File: config.mk
export PLATFORM = sky130hd
export DESIGN_NAME = result_packer
export DESIGN_NICKNAME = d
export VERILOG_FILES = /design/src/rtl/result_packer.sv
export SDC_FILE = /design/constraint.sdc
export NUM_CORES = 1
export LEC_CHECK = 0
export CAP_MARGIN = 20
export CORE_MARGIN = 1.5
export CORE_UTILIZATION = 53
export CTS_BUF_LIST = sky130_fd_sc_hd__clkbuf_4 sky130_fd_sc_hd__clkbuf_8
export DETAILED_ROUTE_END_ITERATION = 8
export PLACE_DENSITY = 0.76
export SLEW_MARGIN = 5
export SYNTH_ARGS = -nofsm -noshare
export SYNTH_HDL_FRONTEND = slang
export SYNTH_SLANG_ARGS = --single-unit
File: constraint.sdc
create_clock -name clk -period 2.4 [get_ports clk]
set_input_delay 0.24 -clock clk [delete_from_list [all_inputs] [get_ports clk]]
set_output_delay 0.24 -clock clk [all_outputs]
set_load 0.01 [all_outputs]
File: src/rtl/result_packer.sv
// Packs a serial LSB-first bit stream into WORD_W-bit words, each tagged with
// its length and ones count, and delivers them through a 2-entry valid/ready FIFO.
module result_packer #(
  parameter int WORD_W = 8,
  parameter int CNT_W  = 4
) (
  input  logic              clk,
  input  logic              rst,
  input  logic              in_valid,
  input  logic              in_bit,
  output logic              in_ready,
  input  logic              flush,
  output logic              out_valid,
  input  logic              out_ready,
  output logic [WORD_W-1:0] out_word,
  output logic [CNT_W-1:0]  out_len,
  output logic [CNT_W-1:0]  out_ones
);

  localparam logic [CNT_W-1:0] LAST_IDX = CNT_W'(WORD_W - 1);
  localparam logic [CNT_W-1:0] FULL_LEN = CNT_W'(WORD_W);

  logic [CNT_W-1:0]  r_bit_idx;
  logic [WORD_W-1:0] r_shift;
  logic [CNT_W-1:0]  r_ones;
  logic              r_flush_pend;

  logic [1:0]        r_count;
  logic [WORD_W-1:0] r_head_word, r_tail_word;
  logic [CNT_W-1:0]  r_head_len,  r_tail_len;
  logic [CNT_W-1:0]  r_head_ones, r_tail_ones;

  logic              w_accept;
  logic              w_last;
  logic              w_full_push;
  logic              w_flush_push;
  logic              w_flush_set;
  logic              w_push;
  logic              w_pop;
  logic [WORD_W-1:0] w_new_shift;
  logic [CNT_W-1:0]  w_new_ones;
  logic [WORD_W-1:0] w_push_word;
  logic [CNT_W-1:0]  w_push_len;
  logic [CNT_W-1:0]  w_push_ones;

  // in_ready depends on registered state only, so out_ready never reaches it.
  assign w_last   = (r_bit_idx == LAST_IDX);
  assign in_ready = !(w_last && (r_count == 2'd2)) && !r_flush_pend;
  assign w_accept = in_valid && in_ready;

  // Positions at and above r_bit_idx are always zero, so OR-ing inserts the bit.
  assign w_new_shift = r_shift | ((w_accept && in_bit) ? (WORD_W'(1) << r_bit_idx) : '0);
  assign w_new_ones  = r_ones + {{(CNT_W-1){1'b0}}, (w_accept && in_bit)};

  // A pending flush blocks acceptance, so at most one push source is active.
  assign w_full_push  = w_accept && w_last;
  assign w_flush_push = r_flush_pend && (r_count != 2'd2);
  assign w_push       = w_full_push || w_flush_push;
  assign w_pop        = (r_count != 2'd0) && out_ready;
  assign w_flush_set  = flush && !r_flush_pend && !w_full_push &&
                        ((r_bit_idx != '0) || w_accept);

  assign w_push_word = w_full_push ? w_new_shift : r_shift;
  assign w_push_len  = w_full_push ? FULL_LEN    : r_bit_idx;
  assign w_push_ones = w_full_push ? w_new_ones  : r_ones;

  always_ff @(posedge clk) begin
    if (rst) begin
      r_bit_idx    <= '0;
      r_shift      <= '0;
      r_ones       <= '0;
      r_flush_pend <= 1'b0;
    end else begin
      if (w_push) begin
        r_bit_idx <= '0;
        r_shift   <= '0;
        r_ones    <= '0;
      end else if (w_accept) begin
        r_bit_idx <= r_bit_idx + 1'b1;
        r_shift   <= w_new_shift;
        r_ones    <= w_new_ones;
      end
      if (w_flush_push) begin
        r_flush_pend <= 1'b0;
      end else if (w_flush_set) begin
        r_flush_pend <= 1'b1;
      end
    end
  end

  // Two-entry FIFO: head drives the outputs, tail holds the second word.
  always_ff @(posedge clk) begin
    if (rst) begin
      r_count     <= 2'd0;
      r_head_word <= '0;
      r_head_len  <= '0;
      r_head_ones <= '0;
      r_tail_word <= '0;
      r_tail_len  <= '0;
      r_tail_ones <= '0;
    end else begin
      case (r_count)
        2'd0: begin
          if (w_push) begin
            r_head_word <= w_push_word;
            r_head_len  <= w_push_len;
            r_head_ones <= w_push_ones;
            r_count     <= 2'd1;
          end
        end
        2'd1: begin
          if (w_push && w_pop) begin
            r_head_word <= w_push_word;
            r_head_len  <= w_push_len;
            r_head_ones <= w_push_ones;
          end else if (w_push) begin
            r_tail_word <= w_push_word;
            r_tail_len  <= w_push_len;
            r_tail_ones <= w_push_ones;
            r_count     <= 2'd2;
          end else if (w_pop) begin
            r_count <= 2'd0;
          end
        end
        default: begin
          if (w_pop) begin
            r_head_word <= r_tail_word;
            r_head_len  <= r_tail_len;
            r_head_ones <= r_tail_ones;
            if (w_push) begin
              r_tail_word <= w_push_word;
              r_tail_len  <= w_push_len;
              r_tail_ones <= w_push_ones;
            end else begin
              r_count <= 2'd1;
            end
          end
        end
      endcase
    end
  end

  assign out_valid = (r_count != 2'd0);
  assign out_word  = r_head_word;
  assign out_len   = r_head_len;
  assign out_ones  = r_head_ones;

endmodule

; ---- Word level (Yosys, flattened, before mapping)
; Cells that the tools add are included.
[word_totals]
register_bits = 51
latchBits = 0
mem_bits_rw = 0
rom_bits = 0
inputBits = 6
wordCells = 86
n_memories = 0
out_inout_bits = 18
[classes]
reduce_logical = 26
div_mod_pow = 0
mul = 0
shifts = 1
addsub = 2
bitwise_logic = 2
eq_ne = 9
n_lt_le_gt_ge = 0
n_mux = 35
[ops]
columns = op, n
row1 = 8-bit two-way mux, 8
row2 = 4-bit two-way mux, 14
row3 = 4-bit case mux with 2 select lines, 4
row4 = 8-bit case mux with 2 select lines, 2
row5 = 2-bit two-way mux, 6
row6 = 1-bit logical AND, 11
row7 = 2-bit != test (second input constant), 4
row8 = 8-bit bitwise OR, 1
row9 = 1-bit by 4-bit << shifter with 8-bit output (first input constant), 1
row10 = 3-bit AND reduction, 2
row11 = 5-bit AND reduction, 1
row12 = 4-bit by 1-bit adder with 4-bit output, 1
row13 = 4-bit by 1-bit adder with 4-bit output (second input constant), 1
row14 = 4-bit by 3-bit equality test with 1-bit output (second input constant), 1
row15 = 2-bit case mux with 2 select lines, 1
row16 = 2-bit nonzero test, 2
row17 = 4-bit nonzero test, 1
row18 = 2-bit OR reduction, 2
row19 = 1-bit zero test, 3
row20 = 3-bit by 1-bit != test with 1-bit output (second input constant), 1
row21 = 3-bit != test (second input constant), 1
row22 = 3-bit nonzero test, 1
row23 = 2-bit by 1-bit equality test with 1-bit output (second input constant), 1
row24 = 2-bit equality test (second input constant), 1
row25 = 3 further kinds, 4

; ---- Depth between registers and ports, before layout
[depth]
word_depth = 12
ltp_mapped = 11
mapped_depth_nobuf = 10

; ---- Least setup slack after synthesis
; Ideal clock, no wire load.
[synth_timing]
kind = reg-to-reg
start = register r_bit_idx[0]
end = register r_head_ones[1] (netlist: out_ones[1])
synth_period_minus_slack_ps = 2414
setup_slack_ps = -14
required_ps = 2268
arrival_ps = 2282
setup_time_ps = 132
n_path_buf = 1
path_stages_with_launch = 11
path_cell_list = dfxtp_1 -> ha_1 -> and3b_1 -> a21oi_1 -> buf_2 -> and2_1 -> ha_1 -> ha_1 -> mux2_2 -> o211ai_1 -> a21oi_1
[synth_between]
elab_chain_len = 10
elab_cells_between_ends = 17
cone_classes = 1 x add/sub / 3 x eq/ne / 4 x mux / 9 x reduce/logical
[synth_rtl]
columns = item, line
row1 = "start, declared", 23  ; logic [CNT_W-1:0] r_bit_idx;
row2 = "start signal, assigned", 79  ; r_bit_idx <= r_bit_idx + 1'b1;
row3 = 4-bit by 3-bit equality test with 1-bit output (*), 47  ; assign w_last = (r_bit_idx == LAST_IDX);
row4 = 1-bit logical AND (*), 48  ; assign in_ready = !(w_last && (r_count == 2'd2)) && !r_flush_pend;
row5 = 1-bit zero test (*), 48
row6 = 1-bit logical AND (*), 48
row7 = 1-bit logical AND (*), 49  ; assign w_accept = in_valid && in_ready;
row8 = 1-bit logical AND (*), 53  ; assign w_new_ones = r_ones + {{(CNT_W-1){1'b0}}, (w_accept && in_bit)};
row9 = 4-bit by 1-bit adder with 4-bit output (*), 53
row10 = net w_new_ones[1], 41  ; logic [CNT_W-1:0] w_new_ones;
row11 = 4-bit two-way mux (*), 65  ; assign w_push_ones = w_full_push ? w_new_ones : r_ones;
row12 = "4-bit two-way mux, on equally long branches", "112, 104"
row13 = 4-bit case mux with 2 select lines (*), 102  ; case (r_count)
row14 = "end signal, assigned", 107  ; r_head_ones <= w_push_ones;
row15 = "end signal, assigned", 115  ; r_head_ones <= w_push_ones;
row16 = "end signal, assigned", 129  ; r_head_ones <= r_tail_ones;
row17 = "end, declared", 31  ; logic [CNT_W-1:0] r_head_ones, r_tail_ones;
; Mark *: on every way through the listed nets, which the timed path passes. The rest lies on a longest branch. The select of a mux whose other input is x is not followed.
; A chain may end at the register's enable or synchronous reset.

; ---- Worst setup path after layout
[layout_timing]
start = register r_bit_idx[1]
end = register r_head_ones[1] (netlist: out_ones[1])
; Same word-level chain as after synthesis.

==> parameters.txt <==
Parameter                              Value

Placed design
  Final RePlAce weighted congestion ... 0.844
  Post-detailed-placement half-perimeter wirelength ... 3600 µm
  Port buffer count ... 23

STA
  Final count of pins violating max slew ... 0
  Time the final worst path needs with I/O delays and setup ... 2.25 ns
  Maximum clock frequency ... 444 MHz
  Share of the cycle needed by the critical path after routing ... 93.8%
  Slew of the pin with the lowest slew margin ... 0.716 ns
  Hold slack final ... 0.453 ns
  Setup_tns ... 0 ns
  Clock tree skew after final layout ... 0.00745 ns
  Number of setup violations in the final report ... 0
  Setup repair after global routing missed its margin ... no
  Final number of hold-violating endpoints ... 0
  Relative slew slack ... 52.3%

Pwr
  Sw Ratio ... 26.8%
  Internal Power ... 1.25 mW
  Reported net switching power ... 457 µW
  Leakage power summed over all cells ... 1.11 nW
  Power density relative to cell area ... 600 nW/µm²
  Combinational group share of total power ... 16.6%
  Clock network power share ... 30.8%
  IR drop worst, VDD ... 275 µV
  Share of power burned in registers ... 52.6%

Floorplanning
  Die area ... 5000 µm²
  Standard-cell rows ... 24
  Initial Utilization ... 55.5%
  Width of the chip ... 70.7 µm
  Floorplan Core Area ... 4380 µm²
  Die height ... 70.7 µm
  Ports ... 24

Clock tree
  Post-CTS setup buffer count ... 0
  Root buffer selected by CTS ... clkbuf_8
  Clock sink count ... 51
  Maximum buffer depth of the clock tree ... 2
  Clock insertion delay at the later pin of the skew report ... 0.30 ns
  Clock H-tree levels ... 2
  Inserted Clock Buffers ... 5
  Worst-path clk slew ... 0.09 ns
  Clock tree from TritonCTS ... yes
  Cells resized by post-CTS repair ... 0
  Number of hold-repair buffers added at the cts stage ... 0

Finish
  Growth of design area from synthesis to finish ... 16.9%
  Nets ... 312
  Share of final-layout standard cells stronger than drive strength 1 ... 10.7%
  Antenna cell count ... 0

Yosys
  Most numerous cell in the Yosys netlist ... dfxtp_1
  Largest cells by area after synthesis ... dfxtp_1 (42%), mux2i_1 (7.0%), nor2_1 (6.0%)
  Net count after synthesis ... 287
  Most numerous cell types in the synthesized netlist ... dfxtp_1 (51), nor2_1 (39), a21oi_1 (25)
  Syn Std Cell Area ... 2430 µm²
  Largest area contributor in the netlist ... dfxtp_1
  Number of register bits inferred by synthesis ... 51
  Post-synthesis average cell area ... 8.91 µm²
  Count of unique library cells instantiated by Yosys ... 47
  Post-synth EDFFs ... 0
  Fraction of synthesized cell area taken by the top area cell type ... 42.0%
  Prevailing post-synth register cell ... dfxtp_1
  Number of warnings issued by yosys ... 0
  Share of synthesized area occupied by flip-flops and latches ... 42.0%
  Share of flip-flops with an asynchronous set or reset after synthesis ... 0%
  Synth Instances ... 273

Setup path
  Data required time of the critical path ... 2.59 ns
  Worst path slowest cell ... dfxtp_1
  Critical path launch point ... r_bit_idx[1]
  Worst path cell trace ... ha_1 -> and3b_1 -> a21oi_1 -> and2_1 -> ha_1 -> ha_1 -> mux2_2 -> o211ai_1 -> a21oi_1
  Critical Path Fanout Max ... 4
  Buf+Inv Stages, Crit Path ... 0
  Most frequent cell on the critical path ... ha_1
  Largest incremental delay on the critical path ... 0.35 ns
  Worst EP arrival ... 2.44 ns
  Startpoint of the lowest-slack register-to-register path ... r_bit_idx[1]
  CP startpoint kind ... flip-flop
  Register-to-register path setup slack ... 0.15 ns
  Number of cells on the critical path ... 9
  Critical R2R Capture ... out_ones[1]
  Setup CP Type ... reg -> reg
  Worst R2R Path Depth ... 9
  Largest delay share family, worst path ... adder cells
  Critical Path Sink ... out_ones[1]
  Worst Setup End Kind ... flip-flop

GRT
  Total gr overflow ... 0
  Antenna violations before repair ... 0
  Global-route wire length before repair ... 8840 µm
  Overall fraction of global-route tracks in use ... 22.2%
  Number of global-route vias before repair ... 1872
  Largest net degree at the start of global routing ... 42

Routing
  Final ANT Viol Nets ... 0
  Total DRC errors in the routed layout ... 0
  Number of search-and-repair iterations in the first detailed-routing pass ... 4
  Vias ... 1988
  DR vias/cell ... 5.66
  Total Wirelength ... 5170 µm
  Routed wire per std cell ... 14.7 µm
  Number of DRC markers in iteration 0 ... 245

Run
  Max capacitance violation total ... 0

Min path
  Class of the worst hold path ... reg -> reg

Outcome
  Run status ... finished, final reports clean
-- flip-flops by register name, summed over array words and instances, names as in the netlist --
name,count
out_len,4
out_ones,4
r_tail_ones,4
r_ones,4
r_tail_len,4
r_shift,8
r_tail_word,8
out_word,8
r_bit_idx,4
r_count,2
r_flush_pend,1
-- metrics by stage --
stage / area [µm²] / total power, mW / util (%) / std cells / setup slack, ns
after global placement: 2740 / 1.19 / 62.6 / 343 / 0.173
final: 2840 / 1.70 / 64.8 / 351 / 0.149
after floorplan: 2430 / 1.09 / - / 273 / 0.0171
after detailed placement: 2740 / 1.20 / 62.6 / 343 / 0.109
after global routing: 2840 / 1.79 / 64.8 / 351 / 0.0392
after CTS: 2840 / 1.71 / 64.8 / 351 / 0.186
-- layout by cell type, fill, tap and decap left out, types with 4 or more instances in the layout --
master	instances
dfxtp_1	51
nor2_1	39
a21oi_1	25
clkdlybuf4s50_1	23
nand2_1	21
mux2i_1	17
buf_4	12
a211oi_1	10
ha_1	8
inv_1	7
nand2b_1	7
o21ai_0	6
clkbuf_8	6
nor3_1	5
xor2_1	5
o211ai_1	5
nor2b_1	4
-- routing by layer --
layer	vias up	part of all wire [%]	wire length, µm	global-route usage [%]
met5	-	0	0	0
met2	68	43	2220	33.5
met1	901	50	2600	32.1
met4	0	1.2	61	6.50
met3	6	5.6	289	4.56
li1	1013	-	-	-
-- worst min-delay path, cell delays in order, from the launching register on --
cell     delay (ns)
dfxtp_1        0.32
nand2_1        0.05
a21oi_1        0.05
-- cell type report --
class	count	area, µm²
fillers	393	1540
well taps	52	65.1
clock inverters	1	8.76
clock buffers	7	90.1
repair buffers	36	340
multi-input cells	197	1290
flip-flops and latches	51	1020
inverters	7	26.3
-- power by group through the flow --
stage | logic [mW] | registers (mW) | clock network, mW
2_1_floorplan | 0.170 | 0.924 | 0
3_3_place_gp | 0.276 | 0.914 | 0
4_1_cts | 0.282 | 0.896 | 0.535
3_5_place_dp | 0.281 | 0.916 | 0
5_1_grt | 0.313 | 0.901 | 0.571
6_report | 0.284 | 0.896 | 0.524
-- cells by family after synthesis --
kind of cell	share of synthesized area, %
buffers and inverters	4.94
multiplexers	7.92
AO/OA/AOI/OAI	18.9
XOR/XNOR	2.88
flip-flops	42.0
adder cells (fa/ha/maj)	4.12
AND/OR/NAND/NOR	19.3
-- how the worst min path moves through the flow --
| stage | start | to | slack (ns) | cells past startpoint |
|---|---|---|---|---|
| final | out_word[5] | out_word[5] | 0.45 | 2 |
| after global routing | out_ones[3] | out_ones[3] | 0.49 | 2 |
| after CTS | r_tail_len[0] | r_tail_len[0] | 0.46 | 2 |
| after detailed placement | r_tail_len[0] | r_tail_len[0] | 0.44 | 2 |
| after global placement | r_tail_len[1] | r_tail_len[1] | 0.44 | 2 |
| after floorplan | flush | r_flush_pend | 0.38 | 2 |
(Power assumes the default switching activity.)
